$ cat config.mk
export PLATFORM = sky130hd
export DESIGN_NAME = sync_fifo_ctrl
export DESIGN_NICKNAME = d
export VERILOG_FILES = /design/src/rtl/sync_fifo_ctrl.sv
export SDC_FILE = /design/constraint.sdc
export NUM_CORES = 1
export LEC_CHECK = 0
export ABC_AREA = 1
export CAP_MARGIN = 20
export CORE_UTILIZATION = 51
export CTS_BUF_LIST = sky130_fd_sc_hd__clkbuf_4 sky130_fd_sc_hd__clkbuf_8 sky130_fd_sc_hd__clkbuf_16
export CTS_CLUSTER_SIZE = 16
export DETAILED_ROUTE_END_ITERATION = 8
export GPL_TIMING_DRIVEN = 0
export PLACE_DENSITY = 0.73
export SETUP_SLACK_MARGIN = 0.05
export SYNTH_ARGS = -nofsm -noshare
export SYNTH_HDL_FRONTEND = slang
export SYNTH_SLANG_ARGS = --single-unit
$ cat constraint.sdc
create_clock -name clk -period 2.06 [get_ports clk]
set_clock_uncertainty 0.2 [all_clocks]
set_input_delay 0.412 -clock clk [delete_from_list [all_inputs] [get_ports clk]]
set_output_delay 0.412 -clock clk [all_outputs]
set_load 0.005 [all_outputs]
$ cat src/rtl/sync_fifo_ctrl.sv
// ----------------------------------------------------------------------------
// sync_fifo_ctrl
//   Single-clock FIFO with a registered fill count, programmable almost-full /
//   almost-empty thresholds, standard-read or first-word-fall-through output,
//   sticky overflow/underflow flags and a synchronous flush.
//
// Parameters
//   ASIZE      address width, DEPTH = 2**ASIZE entries
//   DSIZE      data width
//   FWFT       0: out_data is loaded one cycle after a pop, out_valid pulses
//              1: out_data shows the head word whenever the FIFO is not empty
//   AFULL_LVL  out_almost_full  when count >= AFULL_LVL  (1..DEPTH)
//   AEMPTY_LVL out_almost_empty when count <= AEMPTY_LVL (0..DEPTH-1)
//
// Ports
//   clk               clock, all state changes on the rising edge
//   in_resetn         asynchronous active-low reset
//   in_data           write data
//   in_wr_en          push request
//   in_rd_en          pop request
//   in_clr            synchronous flush (dominates push/pop)
//   out_data          read data
//   out_valid         out_data holds a popped word (FWFT=0) / head word (FWFT=1)
//   out_full          count == DEPTH
//   out_empty         count == 0
//   out_almost_full   count >= AFULL_LVL
//   out_almost_empty  count <= AEMPTY_LVL
//   out_count         fill level 0..DEPTH
//   out_overflow      sticky: push attempted while full
//   out_underflow     sticky: pop attempted while empty
// ----------------------------------------------------------------------------
module sync_fifo_ctrl #(
  parameter int ASIZE      = 3,
  parameter int DSIZE      = 8,
  parameter int FWFT       = 0,
  parameter int AFULL_LVL  = 7,
  parameter int AEMPTY_LVL = 1
) (
  input  logic             clk,
  input  logic             in_resetn,
  input  logic [DSIZE-1:0] in_data,
  input  logic             in_wr_en,
  input  logic             in_rd_en,
  input  logic             in_clr,
  output logic [DSIZE-1:0] out_data,
  output logic             out_valid,
  output logic             out_full,
  output logic             out_empty,
  output logic             out_almost_full,
  output logic             out_almost_empty,
  output logic [ASIZE:0]   out_count,
  output logic             out_overflow,
  output logic             out_underflow
);

  localparam int             DEPTH    = 1 << ASIZE;
  localparam logic [ASIZE:0] C_DEPTH  = (ASIZE+1)'(DEPTH);
  localparam logic [ASIZE:0] C_AFULL  = (ASIZE+1)'(AFULL_LVL);
  localparam logic [ASIZE:0] C_AEMPTY = (ASIZE+1)'(AEMPTY_LVL);

  logic [DSIZE-1:0] r_mem [DEPTH];

  logic [ASIZE:0] r_wptr;
  logic [ASIZE:0] r_rptr;
  logic [ASIZE:0] r_count;
  logic           r_overflow;
  logic           r_underflow;

  logic           w_full;
  logic           w_empty;
  logic           w_push_ok;
  logic           w_pop_ok;
  logic [ASIZE:0] w_count_next;

  // Status is decoded purely from the registered count, so no request input
  // reaches any flag combinationally.
  assign w_full  = (r_count == C_DEPTH);
  assign w_empty = (r_count == '0);

  // Acceptance uses the registered flags: a pop in the same cycle does not
  // make room for a push while full, and a push does not feed a pop while
  // empty.
  assign w_push_ok = in_wr_en & ~w_full;
  assign w_pop_ok  = in_rd_en & ~w_empty;

  always_comb begin
    w_count_next = r_count;
    unique case ({w_push_ok, w_pop_ok})
      2'b10:   w_count_next = r_count + 1'b1;
      2'b01:   w_count_next = r_count - 1'b1;
      default: w_count_next = r_count;
    endcase
  end

  always_ff @(posedge clk or negedge in_resetn) begin
    if (!in_resetn) begin
      r_wptr      <= '0;
      r_rptr      <= '0;
      r_count     <= '0;
      r_overflow  <= 1'b0;
      r_underflow <= 1'b0;
    end else if (in_clr) begin
      r_wptr      <= '0;
      r_rptr      <= '0;
      r_count     <= '0;
      r_overflow  <= 1'b0;
      r_underflow <= 1'b0;
    end else begin
      if (w_push_ok) r_wptr <= r_wptr + 1'b1;
      if (w_pop_ok)  r_rptr <= r_rptr + 1'b1;
      r_count <= w_count_next;
      if (in_wr_en && w_full)  r_overflow  <= 1'b1;
      if (in_rd_en && w_empty) r_underflow <= 1'b1;
    end
  end

  // Storage is deliberately left out of reset.
  always_ff @(posedge clk) begin
    if (w_push_ok && !in_clr) begin
      r_mem[r_wptr[ASIZE-1:0]] <= in_data;
    end
  end

  generate
    if (FWFT != 0) begin : g_fwft
      // Head word is presented straight from the array; zero while empty so
      // the output matches its reset value after a reset or flush.
      assign out_data  = w_empty ? '0 : r_mem[r_rptr[ASIZE-1:0]];
      assign out_valid = ~w_empty;
    end else begin : g_std
      logic [DSIZE-1:0] r_rdata;
      logic             r_rvalid;

      always_ff @(posedge clk or negedge in_resetn) begin
        if (!in_resetn) begin
          r_rdata  <= '0;
          r_rvalid <= 1'b0;
        end else if (in_clr) begin
          // Flush drops the valid pulse but leaves the last popped word.
          r_rvalid <= 1'b0;
        end else begin
          r_rvalid <= w_pop_ok;
          if (w_pop_ok) r_rdata <= r_mem[r_rptr[ASIZE-1:0]];
        end
      end

      assign out_data  = r_rdata;
      assign out_valid = r_rvalid;
    end
  endgenerate

  assign out_full         = w_full;
  assign out_empty        = w_empty;
  assign out_almost_full  = (r_count >= C_AFULL);
  assign out_almost_empty = (r_count <= C_AEMPTY);
  assign out_count        = r_count;
  assign out_overflow     = r_overflow;
  assign out_underflow    = r_underflow;

endmodule

==> metrics.md, run 1 <==
| Metric | Value |
|---|---|
| Max Freq | `~0.47 GHz` |
| WS Path Type | `reg -> out` |
| Final worst-path cycle share | `102%` |
| Failing checks | `setup timing` |
| Routability cong. | `~0.8` |
| Initial drt markers | `about 220` |
| RSZ-0062 raised after global routing | `yes` |
| CP max FO | `3` |
| Post-synthesis cell area | `3640 um^2` |
| Yosys warnings | `0` |
| Min Tclk post-route | `roughly 2.1 ns` |
| Mean Syn Cell Area | `approximately 11 um^2` |
| WL final | `8280 um` |
| Number of global-route vias before repair | `between 2000 and 2500` |
| Synth top area share | `a little over half` |
| Std cell rows | `30` |
| CTS sink cnt | `85` |
| Die Span X | `slightly below 90 um` |
| Initial core utilization | `between 50% and 60%` |
| Die area | `7490 um^2` |
| Hpwl dp | `5120 um` |
| WL per Instance | `between 15 and 20 um` |
| Post-route setup slack | `-0.0484 ns` |
| Synth Net Count | `352` |
| Critical path, cell by cell | `inv_4, ha_4, buf_6, nand2_4, nor2_4, clkdlybuf4s15_2` |
| Nature of the critical path endpoint | `output pin` |
| Most frequent cells in the layout | `edfxtp_1, nor2_1, nand2_1` |
| Yosys reg bits | `85` |
| CTS tree | `built` |
| Final setup fails | `29` |
| CP arrival | `~1.5 ns` |
| Final-report hold violation count | `0` |
| CTS Hold Buffers Added | `0` |
| Filler cell count | `slightly below 500` |
| Largest net degree at the start of global routing | `22` |
| P_leak | `0.00184 uW` |
| Top-Level Pins | `32` |
| Max-cap viol count | `0` |
| Antenna violations before repair | `0` |
| Top area cells in the synthesized netlist | `edfxtp_1, dfrtp_1, nor2_1` |
| Num CTS Buffers | `9` |
| Slew @ Worst Pin | `about 0.6 ns` |
| Port Buf Inserts | `31` |
| Status | `finished, violations left` |
| GRT Resource Usage Total | `between 20% and 30%` |
| # diodes | `0` |
| Vias per cell | `between 5 and 6` |
| Fin util | `68.5%` |
| Synth area leader | `edfxtp_1` |
| Most common cell after layout, fill and taps aside | `edfxtp_1` |
| Total grt overflow | `0` |
| Flip-flop and latch area | `2450 um^2` |
| Req. time, crit path | `about 1.5 ns` |
| Area Growth Syn to Fin | `28.4%` |
| CTS H-tree depth | `3` |
| Max-slew headroom | `roughly three fifths` |
| CTS root buf | `clkbuf_8` |
| Clock latency on the worst-skew pair | `0.35 ns` |
| Share of layout cells above drive strength 1 | `21.4%` |
| Nets@finish | `between 400 and 500` |
| Multi-input gate area | `around 1200 um^2` |
| First-pass detailed-route iteration total | `5` |
| CP Launch Type | `flip-flop` |
| Remaining DRCs | `0` |
| CTS clk-pin slew, worst paths | `0.09 ns` |
| Core Area | `a little under 7000 um^2` |
| Final Slew Violations | `0` |
| DIE HEIGHT | `86.5 um` |
| Pwr Density | `~1200 nW/um^2` |
| Slowest-stage cell, CP | `dfrtp_2` |
| Hold WC Path Type | `in -> async` |
| First-pass GRT wire length | `about 13000 um` |
| Buffer depth of the longest clock path | `2` |
| Seq/Total Area, Yosys | `approximately two thirds` |
| Worst vdd ir | `about 540 uV` |
| CP max stage delay | `approximately 0.44 ns` |
| Min Hold Slack | `roughly 0.090 ns` |
| DR vias | `roughly 2700` |
| Yosys cell types | `26` |
| Syn Inst Count | `334` |
| Post-DRT Antenna Nets | `0` |
routing by layer:
layer  vias up  GRT usage (%)  wire, um
li1       1278              -         -
met2       114           37.7      4010
met4         0           9.24       133
met5         -              0         0
met1      1307           32.6      3610
met3        11           4.29       525
final timing paths:
kind	start	slack (ns)	cells past startpoint	end
worst max register to register	out_count[0]	-0.02	9	r_mem[7][2]
worst min register to register	out_data[7]	0.28	2	out_data[7]
min in group clk	out_data[7]	0.28	2	out_data[7]
worst min-delay path	in_resetn	0.09	1	r_wptr[1]
max in group asynchronous	in_resetn	1.17	2	out_count[3]
worst max-delay path	out_count[0]	-0.05	6	out_full
metrics by stage:
stage          setup TNS (ns)  instance area (um^2)  instances  power, uW  setup slack (ns)
4_1_cts                -0.126                  4580        496       5280           -0.0482
3_5_place_dp           -12.90                  4150        461       3940            -0.222
3_3_place_gp           -12.64                  4150        461       3890            -0.221
5_1_grt                 -3.09                  4680        502       5770            -0.102
6_report               -0.513                  4680        502       5470           -0.0484
2_1_floorplan               0                  3710        334       3230            0.0590
area by class of cell:
cell class	count	share of cell area (%)
Multi-Input combinational cell	218	25.7
Clock buffer	10	2.81
Clock inverter	6	0.989
Sequential cell	85	52.4
Inverter	19	1.66
Tap cell	96	2.57
Buffer	11	1.23
Timing Repair Buffer	57	12.6
cells in the mapped netlist:
cell / instances
nor2_1: 69
edfxtp_1: 64
nand2_1: 56
o21ai_0: 32
nand3_1: 25
dfrtp_1: 21
inv_1: 15
o211ai_1: 8
clkbuf_1: 6
ha_1: 5
buf_2: 4
nand2_2: 4
o21ai_1: 4
a21oi_1: 3
a21oi_4: 2
clkinv_1: 2
inv_2: 2
nor2_4: 2
o21a_1: 2
xnor2_1: 2
buf_4: 1
buf_6: 1
nand2_4: 1
nand4_1: 1
nor2_2: 1
o21ai_4: 1
what timing repair did:
item,in CTS,in global routing
buffers inserted,19,6
pin swaps,12,12
endpoints found under the setup margin,69,83
gates resized for setup,23,16
worst max-delay path: cells and delay by family, from the launching register on:
family | cells | cell delay (ns)
adders and majority gates | 1 | 0.14
DFF | 1 | 0.44
and+or+nand+nor | 2 | 0.17
buffers and inverters | 3 | 0.38
power breakdown:
group | leakage [uW] | total (uW) | internal, uW | switching, uW
sequential | 0.000850 | 2130 | 2020 | 115
clock | 0.0000867 | 1080 | 460 | 616
combinational | 0.000907 | 2260 | 1020 | 1240
total | 0.00184 | 5470 | 3490 | 1970
logic make-up after synthesis:
group	share of synthesized area (%)
buffers and inverters	3.64
adder cells (fa/ha/maj)	1.72
AO/OA/AOI/OAI	8.75
AND/OR/NAND/NOR	18.3
flip-flops	67.1
XOR/XNOR	0.481
flip-flops by register name, indices dropped and copies added (netlist names):
register,flops
out_valid,1
out_count,4
out_overflow,1
r_mem,64
r_wptr,3
out_underflow,1
r_rptr,3
out_data,8
Note: power is estimated with default switching activity, not from simulation.
==> inputs of run 2 (changes only) <==
--- a/config.mk
+++ b/config.mk
@@ -7,12 +7,12 @@
 export LEC_CHECK = 0
 export ABC_AREA = 1
 export CAP_MARGIN = 20
-export CORE_UTILIZATION = 51
+export CORE_UTILIZATION = 61
 export CTS_BUF_LIST = sky130_fd_sc_hd__clkbuf_4 sky130_fd_sc_hd__clkbuf_8 sky130_fd_sc_hd__clkbuf_16
 export CTS_CLUSTER_SIZE = 16
 export DETAILED_ROUTE_END_ITERATION = 8
 export GPL_TIMING_DRIVEN = 0
-export PLACE_DENSITY = 0.73
+export PLACE_DENSITY = 0.82
 export SETUP_SLACK_MARGIN = 0.05
 export SYNTH_ARGS = -nofsm -noshare
 export SYNTH_HDL_FRONTEND = slang
==> constraint.sdc (replaced) <==
create_clock -name clk -period 2.72 [get_ports clk]
set_clock_uncertainty 0.2 [all_clocks]
set_input_delay 0.544 -clock clk [delete_from_list [all_inputs] [get_ports clk]]
set_output_delay 0.544 -clock clk [all_outputs]
set_load 0.005 [all_outputs]
==> run 2 against run 1 <==
Against the previous run: the run now ends clean; critical endpoint is now r_mem[1][5]; worst hold slack better by 0.19 ns; cell count decreased by 9.6%; non-clock buffer count decreased by 24; sequential cell count unchanged; highest routed layer unchanged; clock power shrank 27%; register-to-register slack gained 0.14 ns; die area decreased by 16%; global-route usage up 3.6 points; first-iteration DRC count grew 61%.
==> metrics.md, run 2 (synthesis results as in run 1) <==
| Metric | Value |
|---|---|
| Most frequent cells in the layout | `nor2_1, edfxtp_1, nand2_1` |
| DR vias | `roughly 2600` |
| CTS tree | `built` |
| Final worst-path cycle share | `95.6%` |
| Routability cong. | `0.844` |
| Top-Level Pins | `32` |
| Largest net degree at the start of global routing | `22` |
| CP max FO | `8` |
| Nature of the critical path endpoint | `flip-flop` |
| Final setup fails | `0` |
| Remaining DRCs | `0` |
| Status | `finished, final reports clean` |
| WL per Instance | `~17 um` |
| Pwr Density | `891 nW/um^2` |
| Antenna violations before repair | `0` |
| Post-DRT Antenna Nets | `0` |
| Flip-flop and latch area | `roughly 2400 um^2` |
| CTS clk-pin slew, worst paths | `about 0.080 ns` |
| Final Slew Violations | `0` |
| Sw Ratio | `34.4%` |
| GRT Resource Usage Total | `27.3%` |
| Final-report hold violation count | `0` |
| Clock latency on the worst-skew pair | `roughly 0.34 ns` |
| CP arrival | `between 2 and 2.5 ns` |
| Number of global-route vias before repair | `between 2000 and 2500` |
| RSZ-0062 raised after global routing | `yes` |
| Buffer depth of the longest clock path | `2` |
| First-pass detailed-route iteration total | `5` |
| CP Launch Type | `flip-flop` |
| Post-route setup slack | `0.120 ns` |
| Area Growth Syn to Fin | `16.5%` |
| Num CTS Buffers | `9` |
| Std cell rows | `27` |
| Max Freq | `slightly below 0.4 GHz` |
| Port Buf Inserts | `31` |
| P_leak | `approximately 0.0016 uW` |
| Clock share of power | `between 20% and 30%` |
| Core Area | `approximately 5600 um^2` |
| Combinational share of power | `a little over a third` |
| Max reg flops | `between 60 and 70` |
| Switching power | `1300 uW` |
| Pre-CTS WS | `-0.137 ns` |
| CTS H-tree depth | `3` |
| Initial drt markers | `352` |
| Nets@finish | `roughly 400` |
| Fin util | `between 70 and 80%` |
| WS Path Type | `reg -> reg` |
| CTS root buf | `clkbuf_8` |
| Final TNS setup | `0 ns` |
| WL final | `around 7600 um` |
| Die Span X | `around 79 um` |
| Seq pwr share | `43.0%` |
| Filler cell count | `380` |
| Vias per cell | `between 5 and 6` |
| Slew @ Worst Pin | `approximately 0.97 ns` |
| Max-slew headroom | `between 30% and 40%` |
| CTS Hold Buffers Added | `0` |
| First-pass GRT wire length | `approximately 12000 um` |
| Die area | `6290 um^2` |
| Initial core utilization | `64.6%` |
| Internal power component | `~2500 uW` |
| Most common cell after layout, fill and taps aside | `nor2_1` |
| Min Tclk post-route | `approximately 2.6 ns` |
| Hpwl dp | `just over 5000 um` |
| CTS sink cnt | `85` |
| Post-Layout Cell Count | `roughly 450` |
| Multi-input gate area | `1080 um^2` |
| # placed instances | `approximately 440` |
| Max-cap viol count | `0` |
| DIE HEIGHT | `79.3 um` |
| Share of layout cells above drive strength 1 | `a little over a tenth` |
| Hold WC Path Type | `reg -> reg` |
| Req. time, crit path | `~2.5 ns` |
| # diodes | `0` |
| Total grt overflow | `0` |
| Worst vdd ir | `~660 uV` |
==> run 2: cell types whose count changed in the layout (fill, tap and decap cells not counted), moves of 4 or more <==
cell	change
buf_12	-5
buf_4	-14
buf_6	-5
clkdlybuf4s50_1	+6
nand2_1	+4
nand2_4	-4
nor2_1	+8
nor2_4	-10
==> run 2: worst max-delay path, cell delays in order (launching register included) <==
cell and delay (ns):
dfrtp_2 0.42, inv_1 0.10, ha_4 0.20, nand2_2 0.11
o21ai_4 0.08, nor2_1 0.18, nand2_1 0.17, nor2_1 0.77
==> run 2: path summary, 6_finish.rpt <==
path | startpoint | endpoint | slack, ns | depth (start not counted)
worst max-delay path | out_count[1] | r_mem[1][5] | 0.12 | 7
worst min-delay path | out_data[3] | out_data[3] | 0.28 | 2
worst max register to register | out_count[1] | r_mem[1][5] | 0.12 | 7
worst min register to register | out_data[3] | out_data[3] | 0.28 | 2
max in group asynchronous | in_resetn | out_count[1] | 1.16 | 1
min in group asynchronous | in_resetn | out_count[3] | 0.52 | 1
==> run 2: power by group through the flow <==
stage,clock network [uW],registers (uW),logic (uW)
floorplan,0,1640,783
global placement,0,1640,1270
detailed placement,0,1650,1310
CTS,794,1630,1350
global route,856,1640,1520
finish,785,1630,1370
==> run 2: metrics by stage <==
stage | total power (uW) | area [um^2] | hold slack (ns)
finish | 3780 | 4250 | 0.282
global route | 4020 | 4250 | 0.325
floorplan | 2430 | 3640 | 0.0484
detailed placement | 2960 | 4050 | 0.266
CTS | 3770 | 4230 | 0.287
global placement | 2910 | 4050 | 0.262
==> run 2: metal layers <==
metal	track usage (%)	part of all wire, %	wire (um)	vias to the layer above
met4	12.2	2.1	159	0
li1	-	-	-	1222
met3	5.52	10	765	20
met5	0	0	0	-
met2	41.6	48	3620	151
met1	38.1	40	3070	1241
==> run 2: area by class of cell <==
| class | count | area share (%) |
|---|---|---|
| tap | 72 | 2.12 |
| timing repair buffer | 32 | 7.48 |
| multi-input combinational | 218 | 25.4 |
| inverter | 19 | 1.68 |
| buffer | 12 | 1.44 |
| clock inverter | 4 | 0.560 |
| sequential | 85 | 57.7 |
| clock buffer | 12 | 3.59 |
==> run 2: timing repair <==
item,CTS,global route
setup endpoints to repair,67,57
hold endpoints to repair,0,0
buffers inserted,0,1
resized for setup,3,3
==> inputs of run 3 (changes only) <==
--- a/config.mk
+++ b/config.mk
@@ -5,7 +5,6 @@
 export SDC_FILE = /design/constraint.sdc
 export NUM_CORES = 1
 export LEC_CHECK = 0
-export ABC_AREA = 1
 export CAP_MARGIN = 20
 export CORE_UTILIZATION = 61
 export CTS_BUF_LIST = sky130_fd_sc_hd__clkbuf_4 sky130_fd_sc_hd__clkbuf_8 sky130_fd_sc_hd__clkbuf_16
==> run 3 against run 2 <==
Against the previous run: synthesized area is 1.1% lower; non-clock buffer count is 8 higher; sequential power hardly changed; combinational power is 17% lower; global-route usage is 2.7 points lower.
==> metrics.md, run 3 <==
| Metric | Value |
|---|---|
| Vias per cell | `roughly 6.0` |
| Post-DRT Antenna Nets | `0` |
| Num CTS Buffers | `9` |
| Final-report hold violation count | `0` |
| Die Span X | `between 70 and 80 um` |
| DIE HEIGHT | `slightly below 80 um` |
| Count leader, synth | `edfxtp_1` |
| Pwr Density | `between 800 and 900 nW/um^2` |
| Initial core utilization | `approximately 64%` |
| Post-synth top flop | `edfxtp_1` |
| Most frequent cells in the layout | `edfxtp_1, mux2i_1, clkdlybuf4s50_1` |
| Final Slew Violations | `0` |
| Post-route setup slack | `0.108 ns` |
| WL per Instance | `19.6 um` |
| Initial drt markers | `113` |
| Core Area | `about 5600 um^2` |
| GRT Resource Usage Total | `24.5%` |
| CTS root buf | `clkbuf_8` |
| Hpwl dp | `4290 um` |
| Top-Level Pins | `32` |
| Total grt overflow | `0` |
| Top cells by count, synth | `edfxtp_1, mux2i_1, dfrtp_1` |
| Routability cong. | `between 0.8 and 0.9` |
| WL final | `between 7000 and 8000 um` |
| Post-synthesis cell area | `3600 um^2` |
| First-pass GRT wire length | `10700 um` |
| CP arrival | `2.49 ns` |
| Max Freq | `between 0.3 and 0.4 GHz` |
| # diodes | `0` |
| Share of layout cells above drive strength 1 | `between 20% and 30%` |
| Area Growth Syn to Fin | `20.1%` |
| Final worst-path cycle share | `between 90% and 100%` |
| Status | `finished, final reports clean` |
| Min Tclk post-route | `~2.6 ns` |
| Min Hold Slack | `0.242 ns` |
| Number of global-route vias before repair | `a little over 2000` |
| Pwr Total | `3640 uW` |
| Nets@finish | `302` |
| Worst vdd ir | `~550 uV` |
| M2 GR Usage | `around 40%` |
| RSZ-0062 raised after global routing | `yes` |
| Buffer depth of the longest clock path | `2` |
| Filler cell count | `330` |
| Seq/Total Area, Yosys | `67.9%` |
| First-pass detailed-route iteration total | `4` |
| Port Buf Inserts | `30` |
| CTS sink cnt | `85` |
| DR vias | `approximately 2200` |
| Async set or reset register ratio after synthesis | `between 20% and 30%` |
| Synth Net Count | `about 250` |
| Yosys reg bits | `85` |
| Std cell rows | `27` |
| Top area cells in the synthesized netlist | `edfxtp_1, dfrtp_1, mux2i_1` |
| CP max FO | `10` |
| Max-cap viol count | `0` |
| Multi-input gate area | `between 1000 and 1500 um^2` |
| Max-slew headroom | `between 50% and 60%` |
| Clock latency on the worst-skew pair | `between 0.3 and 0.4 ns` |
| Req. time, crit path | `2.59 ns` |
| Hold WC Path Type | `in -> async` |
| Antenna violations before repair | `0` |
| Max reg flops | `64` |
| GRT met1 Usage | `about a third` |
| Die area | `between 6000 and 7000 um^2` |
| CTS tree | `built` |
| Mean Syn Cell Area | `approximately 15 um^2` |
| Remaining DRCs | `0` |
| Largest net degree at the start of global routing | `22` |
| Number of synthesized flops with an enable pin | `64` |
| Most common cell after layout, fill and taps aside | `edfxtp_1` |
| WS Path Type | `in -> reg` |
| Fin util | `between 70% and 80%` |
| Flip-flop and latch area | `2450 um^2` |
| GR Layer Usage met3 | `between 5 and 6%` |
| CTS Hold Buffers Added | `0` |
| Most Used Layer, Global Route | `met2` |
| Final setup fails | `0` |
| Synth area leader | `edfxtp_1` |
| Slew @ Worst Pin | `slightly below 0.7 ns` |
| P_leak | `~0.0015 uW` |
| Yosys warnings | `0` |
| Pre-CTS WS | `-0.408 ns` |
| Yosys cell types | `41` |
| Nature of the critical path endpoint | `flip-flop` |
| Reg2reg path depth | `7` |
| Final TNS setup | `0 ns` |
| CTS clk-pin slew, worst paths | `approximately 0.08 ns` |
| Synth top area share | `roughly 53%` |
| Syn Inst Count | `~230` |
| CTS H-tree depth | `3` |
| CP Launch Type | `input pin` |
[run 3: timing repair]
item	4_1_cts	5_1_grt
resized for setup	14	5
cloned	0	0
setup endpoints to repair	39	26
pin swaps	1	0
setup buffers	5	2
[run 3: worst paths after layout]
kind | startpoint | to | slack, ns
setup / recovery | in_wr_en | r_mem[1][3] | 0.11
hold / removal | in_resetn | out_data[6] | 0.24
setup reg to reg | out_count[1] | r_mem[4][0] | 0.18
hold reg to reg | out_data[5] | out_data[5] | 0.31
max in group asynchronous | in_resetn | out_count[0] | 1.66
min in group clk | out_data[5] | out_data[5] | 0.31
[run 3: layout make-up]
class,count,share of cell area [%]
flip-flops and latches,85,56.6
clock inverters,6,1.45
multi-input cells,132,25.6
inverters,4,0.405
repair buffers,39,9.05
well taps,72,2.08
clock buffers,10,3.04
plain buffers,13,1.79
[run 3: power by group]
group | switching (uW) | internal, uW
sequential | 95.8 | 1530
clock | 443 | 433
combinational | 521 | 617
total | 1060 | 2580
[run 3: kinds of logic after synthesis]
| group | Yosys count | share of synthesized area, % |
|---|---|---|
| fa+ha+maj | 5 | 1.74 |
| flops | 85 | 67.9 |
| mux | 44 | 12.6 |
| buf+inv | 17 | 2.57 |
| simple gates | 51 | 7.67 |
| xor+xnor | 4 | 0.972 |
| compound gates | 28 | 6.56 |
[run 3: worst max-delay path, cell delays in order]
cell and delay, ns:
clkdlybuf4s50_1 0.54, clkbuf_1 0.36, nand4b_1 0.34, nor3_2 0.47, buf_4 0.24
[run 3: layer usage]
metal / up-vias / part of all wire (%)
li1: 991 / -
met5: - / 0
met3: 18 / 7.5
met1: 1042 / 43
met2: 100 / 47
met4: 0 / 2.8
[run 3: stage by stage]
stage / area [um^2] / cells
6_report: 4330 / 361
3_3_place_gp: 4000 / 336
3_5_place_dp: 4010 / 337
2_1_floorplan: 3610 / 234
4_1_cts: 4270 / 358
5_1_grt: 4330 / 361
